<file path="config.mk">
export PLATFORM = sky130hd
export DESIGN_NAME = move_input_ctrl
export DESIGN_NICKNAME = d
export VERILOG_FILES = /design/src/rtl/move_input_ctrl.sv
export SDC_FILE = /design/constraint.sdc
export NUM_CORES = 1
export LEC_CHECK = 0
export ABC_AREA = 1
export BUFFER_PORTS_ARGS = -buffer_cell sky130_fd_sc_hd__buf_2
export CAP_MARGIN = 20
export CORE_MARGIN = 10
export CORE_UTILIZATION = 60
export DETAILED_ROUTE_END_ITERATION = 10
export GPL_ROUTABILITY_DRIVEN = 0
export HOLD_SLACK_MARGIN = 0.06
export PLACE_DENSITY = 0.79
export SYNTH_ARGS = -nofsm -noshare
export SYNTH_HDL_FRONTEND = slang
export SYNTH_SLANG_ARGS = --single-unit
</file>
<file path="constraint.sdc">
create_clock -name clk -period 3.4 [get_ports clk]
set_input_delay 0.68 -clock clk [delete_from_list [all_inputs] [get_ports clk]]
set_output_delay 0.68 -clock clk [all_outputs]
set_load 0.02 [all_outputs]
</file>
<file path="src/rtl/move_input_ctrl.sv">
// Player-side move source: debounces five buttons, keeps a 3x3 cursor and issues one-hot
// cell requests on C/writeEn, ending each one on acceptance, board clear or timeout.
`timescale 1ns/1ps
module move_input_ctrl #(
  parameter int DEBOUNCE_CYCLES = 250000,
  parameter int ACK_TIMEOUT     = 16,
  parameter int GAP_CYCLES      = 4
) (
  input  logic       clk,
  input  logic       reset_n,
  input  logic       btn_up,
  input  logic       btn_down,
  input  logic       btn_left,
  input  logic       btn_right,
  input  logic       btn_sel,
  input  logic [8:0] X,
  input  logic [8:0] O,
  input  logic       gameOver,
  output logic [8:0] C,
  output logic       writeEn,
  output logic [3:0] cursor,
  output logic       busy
);

  localparam int CW = $clog2(DEBOUNCE_CYCLES + 1);
  localparam int TW = $clog2(ACK_TIMEOUT + 1);
  localparam int GW = $clog2(GAP_CYCLES + 1);
  localparam logic [CW-1:0] DEB_LAST  = CW'(DEBOUNCE_CYCLES - 1);
  localparam logic [TW-1:0] TIMEOUT_V = TW'(ACK_TIMEOUT);
  localparam logic [GW-1:0] GAP_V     = GW'(GAP_CYCLES);
  localparam int B_UP = 0, B_DOWN = 1, B_LEFT = 2, B_RIGHT = 3, B_SEL = 4;

  typedef enum logic [1:0] {IDLE, DRIVE, GAP} state_t;

  logic [4:0]    raw, sync_a, sync_b, deb, deb_d, press;
  logic [CW-1:0] cnt [5];

  assign raw   = {btn_sel, btn_right, btn_left, btn_down, btn_up};
  assign press = deb & ~deb_d;

  // Synchroniser and debounce: the level only follows sync_b after it has differed for DEBOUNCE_CYCLES clocks
  always_ff @(posedge clk or negedge reset_n) begin
    if (!reset_n) begin
      sync_a <= '0;
      sync_b <= '0;
      deb    <= '0;
      deb_d  <= '0;
      for (int i = 0; i < 5; i++) cnt[i] <= '0;
    end else begin
      sync_a <= raw;
      sync_b <= sync_a;
      deb_d  <= deb;
      for (int i = 0; i < 5; i++) begin
        if (sync_b[i] == deb[i]) begin
          cnt[i] <= '0;
        end else if (cnt[i] == DEB_LAST) begin
          cnt[i] <= '0;
          deb[i] <= sync_b[i];
        end else begin
          cnt[i] <= cnt[i] + CW'(1);
        end
      end
    end
  end

  state_t        state_q, state_d;
  logic [8:0]    c_q, c_d;
  logic [TW-1:0] timer_q, timer_d;
  logic [GW-1:0] gap_q, gap_d;
  logic          nz_q, nz_d;
  logic [1:0]    row_q, row_d, col_q, col_d;
  logic [8:0]    occ;

  assign occ     = X | O;
  assign cursor  = ({2'b00, row_q} << 1) + {2'b00, row_q} + {2'b00, col_q};
  assign C       = c_q;
  assign writeEn = (state_q == DRIVE);
  assign busy    = (state_q != IDLE);

  always_ff @(posedge clk or negedge reset_n) begin
    if (!reset_n) begin
      state_q <= IDLE;
      c_q     <= '0;
      timer_q <= '0;
      gap_q   <= '0;
      nz_q    <= 1'b0;
      row_q   <= 2'd1;
      col_q   <= 2'd1;
    end else begin
      state_q <= state_d;
      c_q     <= c_d;
      timer_q <= timer_d;
      gap_q   <= gap_d;
      nz_q    <= nz_d;
      row_q   <= row_d;
      col_q   <= col_d;
    end
  end

  // Abort only counts as a board clear if something was on the board when the request was issued
  always_comb begin
    state_d = state_q;
    c_d     = c_q;
    timer_d = timer_q;
    gap_d   = gap_q;
    nz_d    = nz_q;
    row_d   = row_q;
    col_d   = col_q;
    case (state_q)
      IDLE: begin
        if (press[B_SEL]) begin
          if (!gameOver && !occ[cursor]) begin
            state_d = DRIVE;
            c_d     = 9'b1 << cursor;
            timer_d = TW'(1);
            nz_d    = |occ;
          end
        end else if (press[B_UP]) begin
          row_d = (row_q == 2'd0) ? 2'd2 : row_q - 2'd1;
        end else if (press[B_DOWN]) begin
          row_d = (row_q == 2'd2) ? 2'd0 : row_q + 2'd1;
        end else if (press[B_LEFT]) begin
          col_d = (col_q == 2'd0) ? 2'd2 : col_q - 2'd1;
        end else if (press[B_RIGHT]) begin
          col_d = (col_q == 2'd2) ? 2'd0 : col_q + 2'd1;
        end
      end
      DRIVE: begin
        if (timer_q != TW'(1) &&
            ((occ & c_q) != 9'd0 || (nz_q && occ == 9'd0) || timer_q >= TIMEOUT_V)) begin
          state_d = GAP;
          c_d     = '0;
          gap_d   = GW'(1);
        end else begin
          timer_d = timer_q + TW'(1);
        end
      end
      GAP: begin
        if (gap_q >= GAP_V) state_d = IDLE;
        else                gap_d   = gap_q + GW'(1);
      end
      default: state_d = IDLE;
    endcase
  end

endmodule

</file>
==> reports/results.md <==
- 134 — count of state elements after synthesis
- 129 um — Die Width
- 0 ns — Sum Neg Setup Slack
- 0.0167 mm^2 — die area
- 0.126 — layout cells sized above 1
- 1093 — post-layout instance count excluding filler cells
- fa_1 > ha_1 > fa_1 > buf_2 — CP cell instances
- 3.05 ns — shortest clock period the worst path allows after layout
- 0 — hold buffer count at cts
- primary input to async pin — worst hold path class
- 13.5% — Area Growth Syn to Fin
- 72 — largest net degree at the start of global routing
- 0.00754 mm^2 — placed standard-cell area
- 0 — GR Overflow Total
- 0 — yosys warns
- 0 — number of instances resized during post-cts repair
- 0.58 ns — Slowest Stage Delay on Critical Path
- 0 — max cap viols
- 925 — total nets after synthesis
- false — RSZ-0062 raised after global routing
- 0 — number of slew-limit violations in the final report
- 432 — DR iter-0 viols
- yes — CTS tree
- 0 — number of antenna violations at the first check in global routing
- 0.328 GHz — f_max
- output pin — endpoint type of the worst setup path
- C[3]$_DFFE_PN0P_ — worst reg2reg endpoint
- 0.00546 ns — Max Clock Skew
- 5588 — vias in the first global route
- 25200 um — first-pass GRT wire length
- 0.0116 mm^2 — Core Area
- flip-flop to output pin — kind of critical path
- 0.184 — global routing usage summed across all routing layers
- 5846 — Via Count
- 10500 um — detailed-placement wirelength estimate
- 0 — post-route ant nets
- 14700 um — final WL
- 5 — CP max FO
- 0.06 ns — post-CTS clock slew at the launch and capture registers of the worst setup and hold paths
- 0.898 — period utilization
- 5.35 — post-DR vias/cell
- 4 — depth of the CTS H-tree
- 0 — hold violation total from the final report
- 134 — clk sink count
- row_q[0]$_DFFE_PN1P_ — source of the worst register-to-register timing path
- 40 — count of distinct cell types in the synthesized netlist
- 0.00716 mm^2 — cell area after synthesis
- sky130_fd_sc_hd__fa_1 — Crit path top cell by count
- 911 — layout filler cell count
- 129 um — y dimension of the die
- 0.00812 mm^2 — post-layout instance area
- row_q[0]$_DFFE_PN1P_ — worst setup path start
- 41 — count of boundary I/O pins
- finished, final reports clean — outcome
- 981 — nets@finish
- 2.72 ns — data required time of the critical path
- 0.42 ns — worst skew pair latency
- 0.619 — starting density of the core
- 881 — synthesized netlist cell count
- 0.60 ns — register-to-register setup slack
- 40 — count of buffers inserted at the top-level ports
- 0.220 ns — worst hold slack across all endpoints
- 0 — Post-CTS Setup Bufs
- 0.571 ns — slew at the pin closest to its max-slew limit
- 0 — setup-violating endpoint count in the final report
- 434 mW/mm^2 — power density of the placed cells
- 1061 — total placed cells including tap cells
- 3.70 nW — standby leakage power
- 0 — DRC viols
- 8.12 um^2 — Mapped Avg Cell Area
- 0 — antenna diode count
- 0.469 — sequential cell area fraction in the yosys report
- 2 — maximum clock path buffer count
- 39 — number of cell rows
- 12 — r2r worst-path depth
- 0.000417 V — worst-case vdd ir drop
- 0.347 ns — final worst setup slack
- 2.37 ns — signal arrival time at the worst endpoint
- sky130_fd_sc_hd__dfstp_2 — standard cell with the maximum stage delay on the critical path
- 0.620 — worst slew margin relative to its limit
- 17 — number of buffers inserted during clock tree synthesis
- flip-flop — sort of element at the start of the critical path
- 0.621 ns — pre-CTS worst setup slack
- 5 — first drt pass iteration count
- sky130_fd_sc_hd__clkbuf_16 — buffer type at the clock tree root
- 13.4 um — average wire per cell in the routed design
==> cells in the mapped netlist (all sizes together) <==
| cell | n | area (um^2) |
|---|---|---|
| nor2 | 178 | 691 |
| and2 | 1 | 6.26 |
| buf | 3 | 21.3 |
| a21oi | 16 | 91.3 |
| mux2 | 4 | 45.0 |
| nor3 | 37 | 233 |
| nand3b | 4 | 30.0 |
| o21bai | 2 | 15.0 |
| or2 | 1 | 6.26 |
| xnor2 | 6 | 52.6 |
| and3 | 5 | 31.3 |
| nand3 | 59 | 300 |
| dfrtp | 132 | 3300 |
| a31oi | 4 | 25.0 |
| inv | 115 | 432 |
| nor4 | 19 | 125 |
| nor3b | 12 | 95.1 |
| o21ai | 14 | 70.1 |
| xor2 | 47 | 412 |
| nand2 | 165 | 647 |
| clkbuf | 1 | 3.75 |
| nand4 | 34 | 219 |
| fa | 2 | 40.0 |
| clkinv | 1 | 3.75 |
| ha | 16 | 200 |
| o211ai | 1 | 7.51 |
| dfstp | 2 | 52.6 |
==> final cells by class <==
| type | instances | area [um^2] | area share |
|---|---|---|---|
| clock inverters | 11 | 125 | 0.0154 |
| repair buffers | 41 | 226 | 0.0279 |
| multi-input cells | 627 | 3340 | 0.411 |
| inverters | 116 | 435 | 0.0536 |
| flip-flops and latches | 134 | 3360 | 0.413 |
| clock buffers | 21 | 460 | 0.0567 |
| well taps | 143 | 179 | 0.0220 |
==> critical path, delay by kind of cell, from the launching register on <==
| family | cells | cell delay, ns |
|---|---|---|
| adder cells (fa/ha/maj) | 3 | 1.17 |
| buffers and inverters | 1 | 0.20 |
| flip-flops | 1 | 0.58 |
==> cells in the final DEF, fill, tap and decap left out, types with 2 or more instances in the layout <==
master,n
sky130_fd_sc_hd__nor2_1,169
sky130_fd_sc_hd__nand2_1,156
sky130_fd_sc_hd__dfrtp_1,132
sky130_fd_sc_hd__inv_1,102
sky130_fd_sc_hd__nand3_1,58
sky130_fd_sc_hd__xor2_1,47
sky130_fd_sc_hd__buf_2,39
sky130_fd_sc_hd__nand4_1,33
sky130_fd_sc_hd__nor3_1,30
sky130_fd_sc_hd__nor4_1,18
sky130_fd_sc_hd__clkbuf_16,17
sky130_fd_sc_hd__ha_1,16
sky130_fd_sc_hd__a21oi_1,15
sky130_fd_sc_hd__o21ai_0,14
sky130_fd_sc_hd__inv_2,13
sky130_fd_sc_hd__nor3b_1,11
sky130_fd_sc_hd__nor2_2,9
sky130_fd_sc_hd__nand2_2,8
sky130_fd_sc_hd__xnor2_1,6
sky130_fd_sc_hd__nor3_2,5
sky130_fd_sc_hd__and3_1,5
sky130_fd_sc_hd__clkinvlp_4,5
sky130_fd_sc_hd__a31oi_1,4
sky130_fd_sc_hd__nand3b_1,4
sky130_fd_sc_hd__mux2_2,3
sky130_fd_sc_hd__nor3_4,2
sky130_fd_sc_hd__o21bai_1,2
sky130_fd_sc_hd__fa_1,2
sky130_fd_sc_hd__bufinv_16,2
sky130_fd_sc_hd__clkinv_2,2
sky130_fd_sc_hd__clkbuf_8,2
sky130_fd_sc_hd__clkbuf_1,2
sky130_fd_sc_hd__dfstp_2,2
==> sequential cells by signal, summed over array words and instances, names as in the netlist <==
register / cells
cnt: 90
C: 9
deb: 5
deb_d: 5
sync_a: 5
sync_b: 5
timer_q: 5
gap_q: 3
col_q: 2
row_q: 2
state_q: 2
nz_q: 1
==> routing by layer <==
layer  GRT usage  wire (um)
met5           0          0
met4      0.0642        170
met3      0.0604        936
met1       0.234       6920
met2       0.291       6640
==> logic make-up after synthesis <==
logic type | Yosys count | synth area share
AO/OA/AOI/OAI | 37 | 0.0292
adder cells (fa/ha/maj) | 18 | 0.0336
flip-flops | 134 | 0.469
AND/OR/NAND/NOR | 515 | 0.333
XOR/XNOR | 53 | 0.0648
buffers and inverters | 120 | 0.0643
multiplexers | 4 | 0.00629
==> where the power goes <==
group | leakage [nW] | switching, mW | internal (mW)
clock | 0.272 | 0.669 | 1.12
sequential | 1.82 | 0.0151 | 1.62
combinational | 1.61 | 0.0742 | 0.0320
==> per-stage QoR <==
step                       util  total power, mW
after floorplan               -             1.70
final                     0.702             3.52
after global routing      0.702             3.65
after CTS                 0.702             3.56
after global placement    0.652             1.77
after detailed placement  0.652             1.77
==> worst max-delay path by stage <==
stage | to | slack, ns | cells after the start
finish | cursor[2] | 0.35 | 4
global route | cursor[2] | 0.25 | 4
CTS | cursor[2] | 0.31 | 4
detailed placement | C[6]$_DFFE_PN0P_ | 0.62 | 12
global placement | C[4]$_DFFE_PN0P_ | 0.69 | 12
floorplan | C[1]$_DFFE_PN0P_ | 0.64 | 12
(Power assumes the default switching activity.)
